## config.mk

```make
export PLATFORM = sky130hd
export DESIGN_NAME = sargantana_itag_ctrl_flat
export DESIGN_NICKNAME = d
export VERILOG_FILES = /design/src/rtl/sargantana_itag_ctrl_if.sv /design/src/rtl/sargantana_itag_ctrl.sv /design/src/flat_wrapper.sv
export SDC_FILE = /design/constraint.sdc
export NUM_CORES = 1
export LEC_CHECK = 0
export CAP_MARGIN = 40
export CORE_MARGIN = 8
export CORE_UTILIZATION = 35
export DETAILED_ROUTE_END_ITERATION = 16
export GPL_TIMING_DRIVEN = 0
export MAX_ROUTING_LAYER = met4
export PLACE_DENSITY = 0.87
export SETUP_SLACK_MARGIN = 0.15
export SLEW_MARGIN = 20
export SYNTH_ARGS = -nofsm -noshare
export SYNTH_HDL_FRONTEND = slang
export SYNTH_SLANG_ARGS = --single-unit
```

## constraint.sdc

```tcl
create_clock -name clk_i -period 1.95 [get_ports clk_i]
set_input_delay 0.39 -clock clk_i [delete_from_list [all_inputs] [get_ports clk_i]]
set_output_delay 0.39 -clock clk_i [all_outputs]
set_load 0.02 [all_outputs]
```

## src/rtl/sargantana_itag_ctrl_if.sv

```systemverilog
// Port bundle between the icache control FSM / tag array and sargantana_itag_ctrl.
// The slave modport is the controller's view; the master modport is the surrounding logic.
interface sargantana_itag_ctrl_if #(
  parameter int N_WAY = 4,
  parameter int TAG_W = 27,
  parameter int SET_W = 7
) ();
  logic                   lkp_valid_i;
  logic                   lkp_ready_o;
  logic [SET_W-1:0]       lkp_set_i;
  logic [TAG_W-1:0]       lkp_tag_i;
  logic                   rsp_valid_o;
  logic                   rsp_hit_o;
  logic [N_WAY-1:0]       rsp_way_o;
  logic                   rfl_valid_i;
  logic                   rfl_ready_o;
  logic [SET_W-1:0]       rfl_set_i;
  logic [TAG_W-1:0]       rfl_tag_i;
  logic [N_WAY-1:0]       rfl_way_o;
  logic                   flush_req_i;
  logic                   flush_ack_o;
  logic [N_WAY-1:0]       mem_req_o;
  logic                   mem_we_o;
  logic                   mem_vbit_o;
  logic                   mem_flush_o;
  logic [SET_W-1:0]       mem_addr_o;
  logic [TAG_W-1:0]       mem_data_o;
  logic [N_WAY*TAG_W-1:0] mem_tag_i;
  logic [N_WAY-1:0]       mem_vbit_i;

  modport slave (
    input  lkp_valid_i, lkp_set_i, lkp_tag_i,
    input  rfl_valid_i, rfl_set_i, rfl_tag_i,
    input  flush_req_i, mem_tag_i, mem_vbit_i,
    output lkp_ready_o, rsp_valid_o, rsp_hit_o, rsp_way_o,
    output rfl_ready_o, rfl_way_o, flush_ack_o,
    output mem_req_o, mem_we_o, mem_vbit_o, mem_flush_o, mem_addr_o, mem_data_o
  );

  modport master (
    output lkp_valid_i, lkp_set_i, lkp_tag_i,
    output rfl_valid_i, rfl_set_i, rfl_tag_i,
    output flush_req_i, mem_tag_i, mem_vbit_i,
    input  lkp_ready_o, rsp_valid_o, rsp_hit_o, rsp_way_o,
    input  rfl_ready_o, rfl_way_o, flush_ack_o,
    input  mem_req_o, mem_we_o, mem_vbit_o, mem_flush_o, mem_addr_o, mem_data_o
  );
endinterface

```

## src/rtl/sargantana_itag_ctrl.sv

```systemverilog
// I-cache tag array sequencer: flush > refill > lookup arbitration, hit detection, victim choice.
// Define ICACHE_TAG_PLRU_EN for a per-set tree PLRU policy instead of the global round-robin pointer.
module sargantana_itag_ctrl #(
  parameter int N_WAY = 4,
  parameter int TAG_W = 27,
  parameter int SET_W = 7
) (
  input  logic                   clk_i,
  input  logic                   rstn_i,
  sargantana_itag_ctrl_if.slave  bus
);
  localparam int PTR_W = $clog2(N_WAY);
  localparam int N_SET = 1 << SET_W;

  typedef enum logic [1:0] {IDLE, FLUSH, ACK} state_t;

  state_t             state_q, state_d;
  logic               rsp_pend_q;
  logic [SET_W-1:0]   set_q;
  logic [TAG_W-1:0]   tag_q;
  logic               mr_valid_q;
  logic [SET_W-1:0]   mr_set_q;
  logic [N_WAY-1:0]   mr_vbit_q;

  logic               is_idle, is_flush, is_ack;
  logic               rfl_ready, lkp_ready, rfl_acc, lkp_acc;
  logic [N_WAY-1:0]   hit_way;
  logic               rsp_hit;
  logic               mr_use;
  logic [N_WAY-1:0]   inv_way, policy_way, victim;

  always_ff @(posedge clk_i or negedge rstn_i) begin
    if (!rstn_i) state_q <= IDLE;
    else         state_q <= state_d;
  end

  always_comb begin
    state_d = state_q;
    case (state_q)
      IDLE:    if (bus.flush_req_i) state_d = FLUSH;
      FLUSH:   state_d = ACK;
      ACK:     state_d = IDLE;
      default: state_d = IDLE;
    endcase
  end

  assign is_idle  = (state_q == IDLE);
  assign is_flush = (state_q == FLUSH);
  assign is_ack   = (state_q == ACK);

  assign rfl_ready = rstn_i & is_idle & ~bus.flush_req_i;
  assign lkp_ready = rfl_ready & ~bus.rfl_valid_i;
  assign rfl_acc   = bus.rfl_valid_i & rfl_ready;
  assign lkp_acc   = bus.lkp_valid_i & lkp_ready;

  always_ff @(posedge clk_i or negedge rstn_i) begin
    if (!rstn_i) begin
      rsp_pend_q <= 1'b0;
      set_q      <= '0;
      tag_q      <= '0;
    end else begin
      rsp_pend_q <= lkp_acc;
      if (lkp_acc) begin
        set_q <= bus.lkp_set_i;
        tag_q <= bus.lkp_tag_i;
      end
    end
  end

  generate
    for (genvar gi = 0; gi < N_WAY; gi++) begin : g_cmp
      assign hit_way[gi] = rsp_pend_q & bus.mem_vbit_i[gi]
                         & (bus.mem_tag_i[gi*TAG_W +: TAG_W] == tag_q);
    end
  endgenerate
  assign rsp_hit = |hit_way;

  // A refill write in the response cycle makes the just-read vbits stale, so clearing wins.
  always_ff @(posedge clk_i or negedge rstn_i) begin
    if (!rstn_i) begin
      mr_valid_q <= 1'b0;
      mr_set_q   <= '0;
      mr_vbit_q  <= '0;
    end else if (is_flush || rfl_acc) begin
      mr_valid_q <= 1'b0;
    end else if (rsp_pend_q && !rsp_hit) begin
      mr_valid_q <= 1'b1;
      mr_set_q   <= set_q;
      mr_vbit_q  <= bus.mem_vbit_i;
    end
  end

  assign mr_use  = mr_valid_q & (mr_set_q == bus.rfl_set_i) & ~(&mr_vbit_q);
  assign inv_way = ~mr_vbit_q & (mr_vbit_q + N_WAY'(1));
  assign victim  = mr_use ? inv_way : policy_way;

`ifdef ICACHE_TAG_PLRU_EN
  // Tree bits: [0] root (1 = right pair), [1] picks within ways 0/1, [2] within ways 2/3.
  logic [2:0] plru_q [N_SET];
  logic [2:0] plru_d [N_SET];
  logic [2:0] plru_cur;

  function automatic logic [2:0] plru_touch(input logic [2:0] b, input logic [3:0] way);
    logic [2:0] r;
    r = b;
    case (way)
      4'b0001: begin r[0] = 1'b1; r[1] = 1'b1; end
      4'b0010: begin r[0] = 1'b1; r[1] = 1'b0; end
      4'b0100: begin r[0] = 1'b0; r[2] = 1'b1; end
      4'b1000: begin r[0] = 1'b0; r[2] = 1'b0; end
      default: r = b;
    endcase
    return r;
  endfunction

  assign plru_cur   = plru_q[bus.rfl_set_i];
  assign policy_way = plru_cur[0] ? (plru_cur[2] ? 4'b1000 : 4'b0100)
                                  : (plru_cur[1] ? 4'b0010 : 4'b0001);

  always_comb begin
    plru_d = plru_q;
    if (is_flush) begin
      for (int s = 0; s < N_SET; s++) plru_d[s] = 3'b000;
    end else begin
      if (rsp_hit) plru_d[set_q] = plru_touch(plru_d[set_q], hit_way);
      if (rfl_acc) plru_d[bus.rfl_set_i] = plru_touch(plru_d[bus.rfl_set_i], victim);
    end
  end

  always_ff @(posedge clk_i or negedge rstn_i) begin
    if (!rstn_i) begin
      for (int s = 0; s < N_SET; s++) plru_q[s] <= 3'b000;
    end else begin
      plru_q <= plru_d;
    end
  end
`else
  logic [PTR_W-1:0] rr_q;

  assign policy_way = N_WAY'(1) << rr_q;

  always_ff @(posedge clk_i or negedge rstn_i) begin
    if (!rstn_i)                rr_q <= '0;
    else if (rfl_acc && !mr_use) rr_q <= rr_q + PTR_W'(1);
  end
`endif

  always_comb begin
    bus.lkp_ready_o = lkp_ready;
    bus.rfl_ready_o = rfl_ready;
    bus.rsp_valid_o = rsp_pend_q;
    bus.rsp_hit_o   = rsp_hit;
    bus.rsp_way_o   = hit_way;
    bus.rfl_way_o   = rfl_acc ? victim : '0;
    bus.flush_ack_o = is_ack;
    bus.mem_flush_o = is_flush;
    bus.mem_we_o    = rfl_acc;
    bus.mem_vbit_o  = rfl_acc;
    bus.mem_req_o   = '0;
    bus.mem_addr_o  = '0;
    bus.mem_data_o  = '0;
    if (rfl_acc) begin
      bus.mem_req_o  = victim;
      bus.mem_addr_o = bus.rfl_set_i;
      bus.mem_data_o = bus.rfl_tag_i;
    end else if (lkp_acc) begin
      bus.mem_req_o  = '1;
      bus.mem_addr_o = bus.lkp_set_i;
    end
  end
endmodule

```

## src/flat_wrapper.sv

```systemverilog
// flat-port wrapper written by rule: the top's interface ports become plain ports
module sargantana_itag_ctrl_flat 
#(
  parameter int N_WAY = 4,
  parameter int TAG_W = 27,
  parameter int SET_W = 7
)
  (clk_i, rstn_i, bus_lkp_valid_i, bus_lkp_set_i, bus_lkp_tag_i, bus_rfl_valid_i, bus_rfl_set_i, bus_rfl_tag_i, bus_flush_req_i, bus_mem_tag_i, bus_mem_vbit_i, bus_lkp_ready_o, bus_rsp_valid_o, bus_rsp_hit_o, bus_rsp_way_o, bus_rfl_ready_o, bus_rfl_way_o, bus_flush_ack_o, bus_mem_req_o, bus_mem_we_o, bus_mem_vbit_o, bus_mem_flush_o, bus_mem_addr_o, bus_mem_data_o);
  sargantana_itag_ctrl_if #(.N_WAY(N_WAY), .TAG_W(TAG_W), .SET_W(SET_W)) bus_i ();
  input  logic clk_i;
  input  logic rstn_i;
  input wire logic [$bits(bus_i.lkp_valid_i)-1:0] bus_lkp_valid_i;
  input wire logic [$bits(bus_i.lkp_set_i)-1:0] bus_lkp_set_i;
  input wire logic [$bits(bus_i.lkp_tag_i)-1:0] bus_lkp_tag_i;
  input wire logic [$bits(bus_i.rfl_valid_i)-1:0] bus_rfl_valid_i;
  input wire logic [$bits(bus_i.rfl_set_i)-1:0] bus_rfl_set_i;
  input wire logic [$bits(bus_i.rfl_tag_i)-1:0] bus_rfl_tag_i;
  input wire logic [$bits(bus_i.flush_req_i)-1:0] bus_flush_req_i;
  input wire logic [$bits(bus_i.mem_tag_i)-1:0] bus_mem_tag_i;
  input wire logic [$bits(bus_i.mem_vbit_i)-1:0] bus_mem_vbit_i;
  output wire logic [$bits(bus_i.lkp_ready_o)-1:0] bus_lkp_ready_o;
  output wire logic [$bits(bus_i.rsp_valid_o)-1:0] bus_rsp_valid_o;
  output wire logic [$bits(bus_i.rsp_hit_o)-1:0] bus_rsp_hit_o;
  output wire logic [$bits(bus_i.rsp_way_o)-1:0] bus_rsp_way_o;
  output wire logic [$bits(bus_i.rfl_ready_o)-1:0] bus_rfl_ready_o;
  output wire logic [$bits(bus_i.rfl_way_o)-1:0] bus_rfl_way_o;
  output wire logic [$bits(bus_i.flush_ack_o)-1:0] bus_flush_ack_o;
  output wire logic [$bits(bus_i.mem_req_o)-1:0] bus_mem_req_o;
  output wire logic [$bits(bus_i.mem_we_o)-1:0] bus_mem_we_o;
  output wire logic [$bits(bus_i.mem_vbit_o)-1:0] bus_mem_vbit_o;
  output wire logic [$bits(bus_i.mem_flush_o)-1:0] bus_mem_flush_o;
  output wire logic [$bits(bus_i.mem_addr_o)-1:0] bus_mem_addr_o;
  output wire logic [$bits(bus_i.mem_data_o)-1:0] bus_mem_data_o;
  assign bus_i.lkp_valid_i = bus_lkp_valid_i;
  assign bus_i.lkp_set_i = bus_lkp_set_i;
  assign bus_i.lkp_tag_i = bus_lkp_tag_i;
  assign bus_i.rfl_valid_i = bus_rfl_valid_i;
  assign bus_i.rfl_set_i = bus_rfl_set_i;
  assign bus_i.rfl_tag_i = bus_rfl_tag_i;
  assign bus_i.flush_req_i = bus_flush_req_i;
  assign bus_i.mem_tag_i = bus_mem_tag_i;
  assign bus_i.mem_vbit_i = bus_mem_vbit_i;
  assign bus_lkp_ready_o = bus_i.lkp_ready_o;
  assign bus_rsp_valid_o = bus_i.rsp_valid_o;
  assign bus_rsp_hit_o = bus_i.rsp_hit_o;
  assign bus_rsp_way_o = bus_i.rsp_way_o;
  assign bus_rfl_ready_o = bus_i.rfl_ready_o;
  assign bus_rfl_way_o = bus_i.rfl_way_o;
  assign bus_flush_ack_o = bus_i.flush_ack_o;
  assign bus_mem_req_o = bus_i.mem_req_o;
  assign bus_mem_we_o = bus_i.mem_we_o;
  assign bus_mem_vbit_o = bus_i.mem_vbit_o;
  assign bus_mem_flush_o = bus_i.mem_flush_o;
  assign bus_mem_addr_o = bus_i.mem_addr_o;
  assign bus_mem_data_o = bus_i.mem_data_o;
  sargantana_itag_ctrl #(.N_WAY(N_WAY), .TAG_W(TAG_W), .SET_W(SET_W)) u_core (.clk_i(clk_i), .rstn_i(rstn_i), .bus(bus_i));
endmodule
```

# After elaboration in Yosys (flattened, before gate mapping)
# Cells that the tools add are included.
# word_totals
regBits	51
inputBits	185
out_inout_bits	54
word_cells	61
# op_classes
add_sub_neg	2
n_eq_ne	8
n_shift	1
mux	11
bitwise	21
n_reduce_logical	10
# ops
op	n
27-bit == test	4
27-bit 2-to-1 mux	1
4-bit 2-to-1 mux	4
1-bit AND	15
7-bit 2-to-1 mux	2
7-bit == test	1
4-bit by 1-bit adder with 4-bit output (second input constant)	1
4-bit AND	1
1-bit inverter	4
4-bit inverter	1
2-bit case mux with 2 select lines	1
4-bit AND reduction	1
4-bit OR reduction	1
1-bit by 2-bit << shifter with 4-bit output (first input constant)	1
2-bit by 1-bit adder with 2-bit output (second input constant)	1
2-bit by 1-bit == test with 1-bit output (second input constant)	1
2-bit == test (second input constant)	1
1-bit logical AND	2
1-bit zero test	2
2-bit zero test	1
1-bit 2-to-1 mux	2
2-bit 2-to-1 mux	1
2-bit inequality test (second input constant)	1
2-bit AND reduction	1
2 further kinds	2

# Depth between registers and ports, before layout
# logic_depth
depth_word	7
ltp_mapped	8
ltp_nobuf	6

# Least setup slack after synthesis
# No wires, ideal clock.
# synth_timing
kind	reg-to-output
start	register u_core.state_q[0]
end	output port bus_mem_req_o[0]
arrival_ns	2.007
required_ns	1.560
path_slack_ns	-0.447
stages_incl_launch_ff	7
n_path_buf	2
path_cell_list	dfrtp_1 -> nor4b_1 -> nor2b_1 -> nand2_1 -> clkbuf_1 -> clkbuf_1 -> o21ai_0
# synth_between
elab_chain_len	7
elab_cells_between_ends	8
cone_classes	mux: 2; bitwise: 5; reduce/logical: 1
# synth_lines
element	line_no	rtl
from (decl)	sargantana_itag_ctrl.sv:17	state_t state_q, state_d;
from (signal assigned)	sargantana_itag_ctrl.sv:34	else state_q <= state_d;
2-bit zero test	sargantana_itag_ctrl.sv:47	assign is_idle = (state_q == IDLE);
1-bit AND (2 in a row)	sargantana_itag_ctrl.sv:51	assign rfl_ready = rstn_i & is_idle & ~bus.flush_req_i;
1-bit AND	sargantana_itag_ctrl.sv:52	assign lkp_ready = rfl_ready & ~bus.rfl_valid_i;
net bus_lkp_ready_o	flat_wrapper.sv:21	output wire logic [$bits(bus_i.lkp_ready_o)-1:0] bus_lkp_ready_o;
1-bit AND	sargantana_itag_ctrl.sv:54	assign lkp_acc = bus.lkp_valid_i & lkp_ready;
4-bit 2-to-1 mux	sargantana_itag_ctrl.sv:166	end else if (lkp_acc) begin
4-bit 2-to-1 mux	sargantana_itag_ctrl.sv:162	if (rfl_acc) begin
to (decl)	flat_wrapper.sv:28	output wire logic [$bits(bus_i.mem_req_o)-1:0] bus_mem_req_o;
# The timed path passes the listed nets, and every way through them passes these cells.

# Worst setup path in the final report
# layout_timing
start	register u_core.tag_q[21]
end	output port bus_rsp_hit_o
# layout_between
elab_chain_len	3
elab_cells_between_ends	9
cone_classes	eq/ne: 4; bitwise: 4; reduce/logical: 1
# layout_lines
element	line_no	rtl
from (decl)	sargantana_itag_ctrl.sv:20	logic [TAG_W-1:0] tag_q;
from (signal assigned)	sargantana_itag_ctrl.sv:65	tag_q <= bus.lkp_tag_i;
27-bit == test	sargantana_itag_ctrl.sv:73	& (bus.mem_tag_i[gi*TAG_W +: TAG_W] == tag_q);
1-bit AND	sargantana_itag_ctrl.sv:73	
4-bit OR reduction (*)	sargantana_itag_ctrl.sv:76	assign rsp_hit = |hit_way;
to (decl)	flat_wrapper.sv:23	output wire logic [$bits(bus_i.rsp_hit_o)-1:0] bus_rsp_hit_o;
# Every way passes the cells marked *; elsewhere a longest branch is shown, timed or not.

==> impl_metrics.yaml <==
clock_network:
  numCtsBuffers: 5
  cts_buffer_depth: 2
  clk_pin_slew_ps: 80
  cts.sink_count: 51
  htreeDepth: 2
  cts_tree: "built"
  clk_latency_ps: 300
  cts_root_buf: "clkbuf_16"
drt:
  avgRoutedWirePerCell_um: 23.1
  viasPerCell: 5.19
  dr.pass1.iters: 5
  wl_um: 21700
  antenna_left: 0
  drt_first_iter_violations: 291
  vias: 4888
  drc: 0
placed_design:
  io_buffers: 238
  dpl.hpwl_um: 15300
  gp_congestion: 0.887
sta:
  finalCritPeriodShare_pct: 129
  finalHoldWorstSlack_ps: -43.3
  setup_slack_ps: -568
  hold_violations: 51
  maxSlewHeadroom_pct: 68.3
  fmax_ghz: 0.397
  maxSlewViolCount: 0
  tightestPinTransition_ps: 472
  rsz0062_at_grt: "yes"
  finalSetupViolations: 67
  finClkSkew_ps: 7.23
  finalCriticalPeriod_ps: 2520
pwr:
  p_seq_share_pct: 26.2
  p_sw_mw: 2.53
  p_sw_share_pct: 41.4
  irDropWorstVdd_uv: 545
  p_leak_nw: 3.93
  p_int_mw: 3.58
  powerDensity_nw_per_um2: 715
  p_comb_share_pct: 58.5
  pwr-share-clk_pct: 15.3
worst_hold_path:
  hp-class: "input pin to async pin"
die:
  fp.dieW_um: 125
  core_um2: 11500
  dieArea_um2: 15500
  num_io_pins: 239
  die_y_um: 125
  row_count: 39
  start_util_pct: 36.0
global_routing:
  grt_pass1_vias: 5230
  grt_max_degree: 53
  grt.total_usage_pct: 25.2
  grt_overflow_total: 0
  antenna_found_initial: 5
  grt_pass1_wl_um: 29900
critical_path:
  reg2regPathDepth: 13
  cp_max_fo: 5
  r2r_start: "u_core.tag_q[18]"
  ff2ff_setup_slack_ps: -530
  cp-startpoint: "u_core.tag_q[21]"
  r2r_end: "u_core.mr_set_q[3]"
  arrival_ps: 2130
  end_kind: "output port"
  cp.required_ps: 1560
  crit_type: "register to output port"
  crit_path_start_kind: "register"
  crit_end: "bus_rsp_hit_o"
layout:
  fin_nets: 982
  seqCellArea_um2: 1280
  fin_util_pct: 74.5
  fill_cells: 753
  final_common_cell: "clkdlybuf4s50_1"
  area_delta_synth_final_pct: 107
  multiInputGateArea_um2: 3320
  final_cell_mix: "clkdlybuf4s50_1 (158), buf_6 (100), xor2_1 (88)"
  drive_gt1_share_pct: 39.3
yosys:
  async_flop_share_pct: 100
  synth_edf_count: 0
  syn_avg_cell_area_um2: 8.48
  ys_types: 34
  synth_area_um2: 4130
  synth_top_cell_by_area: "dfrtp_1"
  syn-num-nets: 676
  synth_ff_type: "dfrtp_1"
  synth-seq-area-share_pct: 30.9
  ys_warn_count: 0
  syn_inst: 487
  synth-seq-cells: 51
  synthTopCellsByArea: "dfrtp_1 (31%), xor2_1 (21%), nand2_1 (11%), nor4_1 (4.4%), and3_1 (4.1%)"
  synth.top_cell.area_share_pct: 30.9
run_status:
  violations: "hold timing, setup timing"
  status: "finished with violations"
job:
  cap_violations: 0
## repair_timing
item                                    4_1_cts  5_1_grt
endpoints found under the setup margin      103       96
buffers inserted                             39       17
endpoints found under the hold margin        51       48
resized for setup                           429      117
gates cloned                                  3        2
pin swaps                                    43       65
## flip-flops by register name (all words and copies together), names as in the netlist
register                flops
u_core.bus.rsp_valid_o      1
u_core.mr_vbit_q            4
u_core.set_q                7
u_core.mr_valid_q           1
u_core.state_q              2
u_core.rr_q                 2
u_core.tag_q               27
u_core.mr_set_q             7
## power groups by stage
stage               Clock, mW  Combinational (mW)  Sequential, mW
finish                  0.933                3.57            1.60
global route            0.978                3.79            1.63
CTS                     0.941                3.20            1.56
detailed placement          0                2.82            1.57
global placement            0                2.76            1.55
floorplan                   0                1.84            1.52
## per-stage QoR
stage | setup WS (ps) | std cells | instance area [µm²] | total power, mW | TNS (ps)
4_1_cts | -539 | 918 | 7920 | 5.69 | -22340
6_report | -568 | 942 | 8540 | 6.11 | -23320
2_1_floorplan | -61.7 | 487 | 4360 | 3.36 | -61.7
3_3_place_gp | -3000 | 868 | 6920 | 4.31 | -294890
5_1_grt | -621 | 942 | 8540 | 6.40 | -27780
3_5_place_dp | -1250 | 868 | 6920 | 4.39 | -75040
## worst max-delay path, stage by stage, from the launching register on
cell	delay, ps
dfrtp_1	390
buf_6	150
xor2_2	210
nor4_2	310
nand4_1	270
nor3_4	230
or4_4	160
buf_6	110
## synth_stat cells, types with 3 or more instances
master and instances:
mux2i_1 4, nand2_1 124, mux2_2 3, buf_6 10, nor4_1 29, buf_2 21
nor4b_1 3, nor2_1 18, nor4_2 6, mux2_4 9, nand4_1 18, clkbuf_1 10
inv_1 5, xnor2_1 14, ha_1 4, o21ai_0 4, dfrtp_1 51, xor2_1 101
and3_1 27
## cells by family after synthesis
group / synth area share (%)
AOI/OAI and AO/OA: 1.00
adders and majority gates: 1.21
DFF: 30.9
xor gates and xnor gates: 24.8
buffers and inverters: 7.18
and+or+nand+nor: 29.9
muxes: 5.06
## worst min path at each step
| stage | startpoint | cells past startpoint | to | slack (ps) |
|---|---|---|---|---|
| after floorplan | rstn_i | 0 | u_core.bus.rsp_valid_o | 90 |
| after global placement | u_core.set_q[6] | 2 | u_core.set_q[6] | 450 |
| after detailed placement | u_core.set_q[3] | 2 | u_core.set_q[3] | 460 |
| after CTS | rstn_i | 1 | u_core.tag_q[4] | -30 |
| after global routing | rstn_i | 1 | u_core.tag_q[4] | -30 |
| final | rstn_i | 1 | u_core.tag_q[9] | -40 |
## area by class of cell
class                      count  area share, %
inverter                       7          0.600
timing repair inverter         1          0.190
timing repair buffer         298           36.1
antenna                        5          0.146
clock inverter                 3          0.278
tap                          143           2.09
buffer                        43           5.32
sequential                    51           15.0
clock buffer                   5           1.46
multi-input combinational    386           38.8
## per-layer routing
metal  global-route usage [%]  routed length, µm  vias to the layer above
li1                         -                  -                     2217
met1                     29.6               8660                     2372
met2                     41.9              11100                      251
met3                     5.36               1290                       48
met4                     8.86                693                        0
met5                        -                  0                        -
Power figures use the tool's default switching activity.
